[config.mk]
export PLATFORM = sky130hd
export DESIGN_NAME = byte_queue
export DESIGN_NICKNAME = d
export VERILOG_FILES = /design/src/rtl/byte_queue.sv
export SDC_FILE = /design/constraint.sdc
export NUM_CORES = 1
export LEC_CHECK = 0
export CAP_MARGIN = 20
export CORE_MARGIN = 5
export CORE_UTILIZATION = 55
export CTS_CLUSTER_DIAMETER = 100
export DETAILED_ROUTE_END_ITERATION = 7
export MAX_ROUTING_LAYER = met4
export PLACE_DENSITY = 0.79
export SYNTH_ARGS = -nofsm -noshare
export SYNTH_HDL_FRONTEND = slang
export SYNTH_SLANG_ARGS = --single-unit
[constraint.sdc]
create_clock -name clock_100k -period 3.1 [get_ports clock_100k]
set_clock_uncertainty 0.1 [all_clocks]
set_input_delay 0.31 -clock clock_100k [delete_from_list [all_inputs] [get_ports clock_100k]]
set_output_delay 0.31 -clock clock_100k [all_outputs]
set_load 0.02 [all_outputs]
[src/rtl/byte_queue.sv]
// byte_queue: byte FIFO fed by the deserializer's data_ready/ack handshake, first-word-fall-through output.
module byte_queue #(
  parameter int DEPTH = 8,
  parameter int WIDTH = 8
) (
  input  logic                     clock_100k,
  input  logic                     reset,
  input  logic [WIDTH-1:0]         data_in,
  input  logic                     data_ready_in,
  output logic                     ack_out,
  input  logic                     deq_in,
  output logic [WIDTH-1:0]         data_out,
  output logic [$clog2(DEPTH):0]   len_out,
  output logic                     empty_out,
  output logic                     full_out,
  output logic                     underflow_out
);
  localparam int AW = $clog2(DEPTH);
  localparam int LW = AW + 1;
  typedef enum logic [1:0] {IDLE, ACK, DRAIN} state_t;
  state_t r_state, w_next;
  logic [WIDTH-1:0] r_mem [DEPTH];
  logic [AW-1:0] r_wr_ptr, r_rd_ptr;
  logic [LW-1:0] r_len;
  logic r_underflow;
  logic w_full, w_empty, w_enq, w_deq;
  assign w_full  = r_len == LW'(DEPTH);
  assign w_empty = r_len == '0;
  // Capture decision uses pre-edge occupancy, so a same-edge pop never admits a byte into a full queue.
  assign w_enq = (r_state == IDLE) && data_ready_in && !w_full;
  assign w_deq = deq_in && !w_empty;
  always_comb begin
    w_next = (r_state == IDLE) ? (w_enq ? ACK : IDLE) :
             (r_state == ACK)  ? DRAIN :
             (data_ready_in ? DRAIN : IDLE);
  end
  always_ff @(posedge clock_100k or posedge reset) begin
    if (reset) begin
      r_state     <= IDLE;
      r_wr_ptr    <= '0;
      r_rd_ptr    <= '0;
      r_len       <= '0;
      r_underflow <= 1'b0;
    end else begin
      r_state <= w_next;
      if (w_enq) r_wr_ptr <= r_wr_ptr + AW'(1);
      if (w_deq) r_rd_ptr <= r_rd_ptr + AW'(1);
      if (w_enq && !w_deq) r_len <= r_len + LW'(1);
      else if (w_deq && !w_enq) r_len <= r_len - LW'(1);
      if (deq_in && w_empty) r_underflow <= 1'b1;
    end
  end
  always_ff @(posedge clock_100k) begin
    if (w_enq && !reset) r_mem[r_wr_ptr] <= data_in;
  end
  assign ack_out       = r_state == ACK;
  assign data_out      = w_empty ? '0 : r_mem[r_rd_ptr];
  assign len_out       = r_len;
  assign empty_out     = w_empty;
  assign full_out      = w_full;
  assign underflow_out = r_underflow;
endmodule

[Word level (Yosys, flattened, before mapping)]
Memories as Yosys holds them, arrays and structs flattened.
Cells that the tools add are included.
Operators by class
  add/sub/neg operators: 4
  equality and inequality tests: 2
  multiplexer cells: 9
  reductions and logical operators: 15
Operator list (count)
  $mux 4: 2
  $mux 8: 1
  $logic_and 1x1->1: 7
  $add 3x1->3 const B: 2
  $mux 2: 3
  $logic_not 1->1: 5
  $add 4x1->4 const B: 1
  $eq 4x4->1 const B: 1
  $logic_not 4->1: 1
  $sub 4x1->4 const B: 1
  $mux 1: 3
  $eq 2x1->1 const B: 1
  $logic_not 2->1: 1
  $reduce_bool 2->1: 1
Word-level totals
  register bits: 13
  RAM bits: 64
  input bits: 12
  output and inout port bits: 16
  logic and storage cells: 36
  memories: 1
Memory list
  r_mem: words 8, width 8, read ports 1, clocked after Yosys merged registers in 0, write ports 1, line 22  | logic [WIDTH-1:0] r_mem [DEPTH];

[Logic depth before layout (Yosys ltp)]
  depth after elaboration: 7
  mapped depth: 9
  depth with buffers taken out: 9

[Least setup slack after synthesis]
Ideal clock, no wire load.
  path kind: register to register
  start point: register r_len[0] (netlist: len_out[0])
  end point: register r_len[3] (netlist: len_out[3])
  library setup time: 0.137 ns
  arrival time: 2.489 ns
  required time: 2.863 ns
  setup slack: 0.373 ns
  cell stages (with the launch flop): 10
  path buffers: 0
  cell sequence: dfrtp_1 > or4b_4 > nand3_4 > inv_4 > ha_1 > inv_1 > ha_1 > or4_1 > nand3_1 > o221ai_1
Between the ends
  cells in the longest elaborated chain, start to end: 6
  elaborated cells between the ends (all ways): 15
  classes of those cells: add/sub (2); eq/ne (1); mux (2); reduce/logical (10)
Ends and longest elaborated chain
  start: declaration: line 24  | logic [LW-1:0] r_len;
  start signal: assignment: line 48  | if (w_enq && !w_deq) r_len <= r_len + LW'(1);
  start signal: assignment: line 49  | else if (w_deq && !w_enq) r_len <= r_len - LW'(1);
  $eq 4x4->1 *: line 27  | assign w_full = r_len == LW'(DEPTH);
  $logic_not 1->1 *: line 30  | assign w_enq = (r_state == IDLE) && data_ready_in && !w_full;
  $logic_and 1x1->1 *: line 30
  named net w_enq: line 26  | logic w_full, w_empty, w_enq, w_deq;
  $logic_not 1->1: line 49
  $logic_and 1x1->1: line 49
  $reduce_bool 2->1 (no line)
Mark *: on every way through the listed nets, which the timed path passes. The rest lies on a longest branch. The select of a mux whose other input is x is not followed.
A chain may end at the register's enable or synchronous reset.

[Final worst setup path]
  start point: register r_len[0] (netlist: len_out[0])
  end point: output port data_out[6]
Between the ends
  cells in the longest elaborated chain, start to end: 2
Ends and longest elaborated chain
  $logic_not 4->1: line 28  | assign w_empty = r_len == '0;
  $mux 8: line 57  | assign data_out = w_empty ? '0 : r_mem[r_rd_ptr];
  end: declaration: line 12  | output logic [WIDTH-1:0] data_out,
No other way between the ends.

==> metrics <==
status finished clean; RD Place Congestion 0.903; Net Count, Synth 186; Vias 1,705; Core Region 5540 µm²; share of the synthesized area in the top cell type 0.606; WS Path Type register to output pin; mux cell area share after synthesis 0.129; CTS Hold Bufs 0; max_cap viols 0; post-synthesis sequential area ratio 0.708; Synth Flop Type edfxtp_1; worst skew pair latency 0.33 ns; max layer used met4; placed cell count 273; slew at the pin closest to its max-slew limit 0.773 ns; Reg2Reg Setup Slack 0.25 ns; die area 7390 µm²; Leakage 1.31 nW; Root Driver clkbuf_8; relative slew slack 0.484; drt first-iter violations 89; I/O Buffers 27; Setup Slack @ Placement 0.256 ns; H-tree Lvls 3; synth top area cells edfxtp_1 (61%), mux4_2 (11%), dfrtp_1 (10%); slowest stage delay, CP 0.58 ns; die width 86.0 µm; FFs w/ async S/R, synth 0.169; first-pass GRT wire length 9520 µm; reg2reg end len_out[3]; R2R Path Start len_out[0]; CTS Buf Count 9; Layout Nets 230; Post-Synth Simple-Gate Area 0.0623; clock-pin slew on the worst setup and hold paths 0.07 ns; RSZ-0062 raised after global routing no; Syn Area/Cell 18.9 µm²; CTS tree done; Final setup viols 0; Final Non-Filler Cells 289; main combinational cell family by area after synthesis multiplexers; Compound-Gate Fraction of Synth Area 0.0382; Synth top cells by count edfxtp_1 (64), mux4_2 (16), dfrtp_1 (13), a22o_1 (8), nor2_1 (7); Starting Density 0.573; crit start category register; GR Overflow Total 0; Ports 28; Reg2Reg Depth 8; EDFF count, synth 64; met2 wire length 3020 µm; period utilization 0.941; Post-DP HPWL 3950 µm; Post-CTS Resized 0; met1 WL 2320 µm; met3 WL post-DR 399 µm; post-DR wirelength/cell 20.3 µm; Vias/cell 5.90; Post-CTS Setup Bufs 0; fmax 343 MHz; VDD IR max 0.521 mV; slowest cell on the critical path or4_4; Final ANT Viol Nets 0; Routed Wire Length 5860 µm; critical-path cell list or4_4 -> inv_1 -> nor2_1 -> buf_4 -> a22o_1 -> clkdlybuf4s50_1; Final min period 2.92 ns; largest net degree at the start of global routing 19; final worst setup slack 0.183 ns; leading area contributor after synthesis edfxtp_1; Hold Crit Class primary input to asynchronous set/reset pin; PwrDens 935 nW/µm²; synthesized netlist cell count 168; Sinks on Clock Net 77; Yosys cell types 38; crit-path max FO 8; setup_tns 0 ns; Hold Fails Final Rpt 0; Synth Area in XOR/XNOR 0.0166; Post-Synth Adder-Cell Area 0.0260; placed inst area 3580 µm²; Slew Limit Fails 0; vias in the first global route 1,865; Crit path required time 2.69 ns; Initial DRT Pass Iterations 4; critical path arrival 2.51 ns; #FFs+latches synth 77; GRT Overall Usage 0.182; Final Instance Area 3740 µm²; initial antenna violation count 0; most numerous cell in the Yosys netlist edfxtp_1; Post-Syn Area 3170 µm²; ANT cells 0; area grow syn2layout 17.9%; site row count 27; Yosys warning total 0; Die Y-Extent 86.0 µm; Setup crit end kind output pin; CTS Buffer Depth 2; layout cells sized above 1 0.221; DRC violations left 0
[per-stage QoR]
| step | util | total power, mW | hold WS (ns) |
|---|---|---|---|
| floorplan | - | 2.40 | 0.0953 |
| global placement | 0.647 | 2.85 | 0.340 |
| detailed placement | 0.647 | 2.90 | 0.344 |
| CTS | 0.675 | 3.53 | 0.252 |
| global route | 0.675 | 3.69 | 0.294 |
| finish | 0.675 | 3.49 | 0.260 |
[kinds of logic after synthesis]
group,count (synthesis)
simple gates,32
flops,77
compound gates,15
mux,20
buf+inv,12
fa+ha+maj,6
xor+xnor,6
[where the power goes]
part           internal [mW]  switching, mW
sequential              1.26          0.178
combinational          0.769          0.671
clock                  0.291          0.327
[metal layers]
layer  vias to the layer above  track usage
met1                       867        0.223
met2                        64        0.291
li1                        764            -
met3                        10       0.0317
met4                         0       0.0906
met5                         -            -
[critical path: cells and delay by family, from the launching register on]
| family | cells | cell delay (ns) |
|---|---|---|
| buf+inv | 3 | 0.82 |
| flops | 1 | 0.46 |
| simple gates | 2 | 0.63 |
| compound gates | 1 | 0.26 |
[area by class of cell]
| class | instances | area, µm² |
|---|---|---|
| clock buffers | 14 | 143 |
| clock inverters | 2 | 12.5 |
| fillers | 390 | 1800 |
| inverters | 6 | 25.0 |
| multi-input cells | 79 | 862 |
| flip-flops and latches | 77 | 2250 |
| well taps | 72 | 90.1 |
| repair buffers | 39 | 360 |
[worst max-delay path by stage]
| stage | startpoint | to | slack [ns] | cells after the start |
|---|---|---|---|---|
| 2_1_floorplan | len_out[0] | len_out[3] | 0.37 | 9 |
| 3_3_place_gp | len_out[0] | len_out[3] | 0.39 | 9 |
| 3_5_place_dp | len_out[0] | len_out[3] | 0.26 | 8 |
| 4_1_cts | len_out[0] | data_out[6] | 0.17 | 6 |
| 5_1_grt | len_out[0] | data_out[6] | 0.09 | 6 |
| 6_report | len_out[0] | data_out[6] | 0.18 | 6 |
[layout by cell type (no fill, tap or decap), types with 2 or more instances in the layout]
master           count
or3_1                3
clkdlybuf4s50_1     27
nor3_1               3
mux2_2               2
dfrtp_1             13
nand2_1              4
clkbuf_8             9
edfxtp_1            64
mux4_2              16
nand3_1              3
xnor2_1              6
a22o_1               8
nand3b_1             2
a21o_1               2
buf_4               12
clkbuf_1             5
nor2_1               7
nand4_1              2
inv_1                5
ha_1                 5
[flip-flops by register name (all words and copies together), names as in the netlist]
name and flops:
r_wr_ptr 3, r_state 2, len_out 4, r_rd_ptr 3, r_mem 64, underflow_out 1
Power figures use the tool's default switching activity.
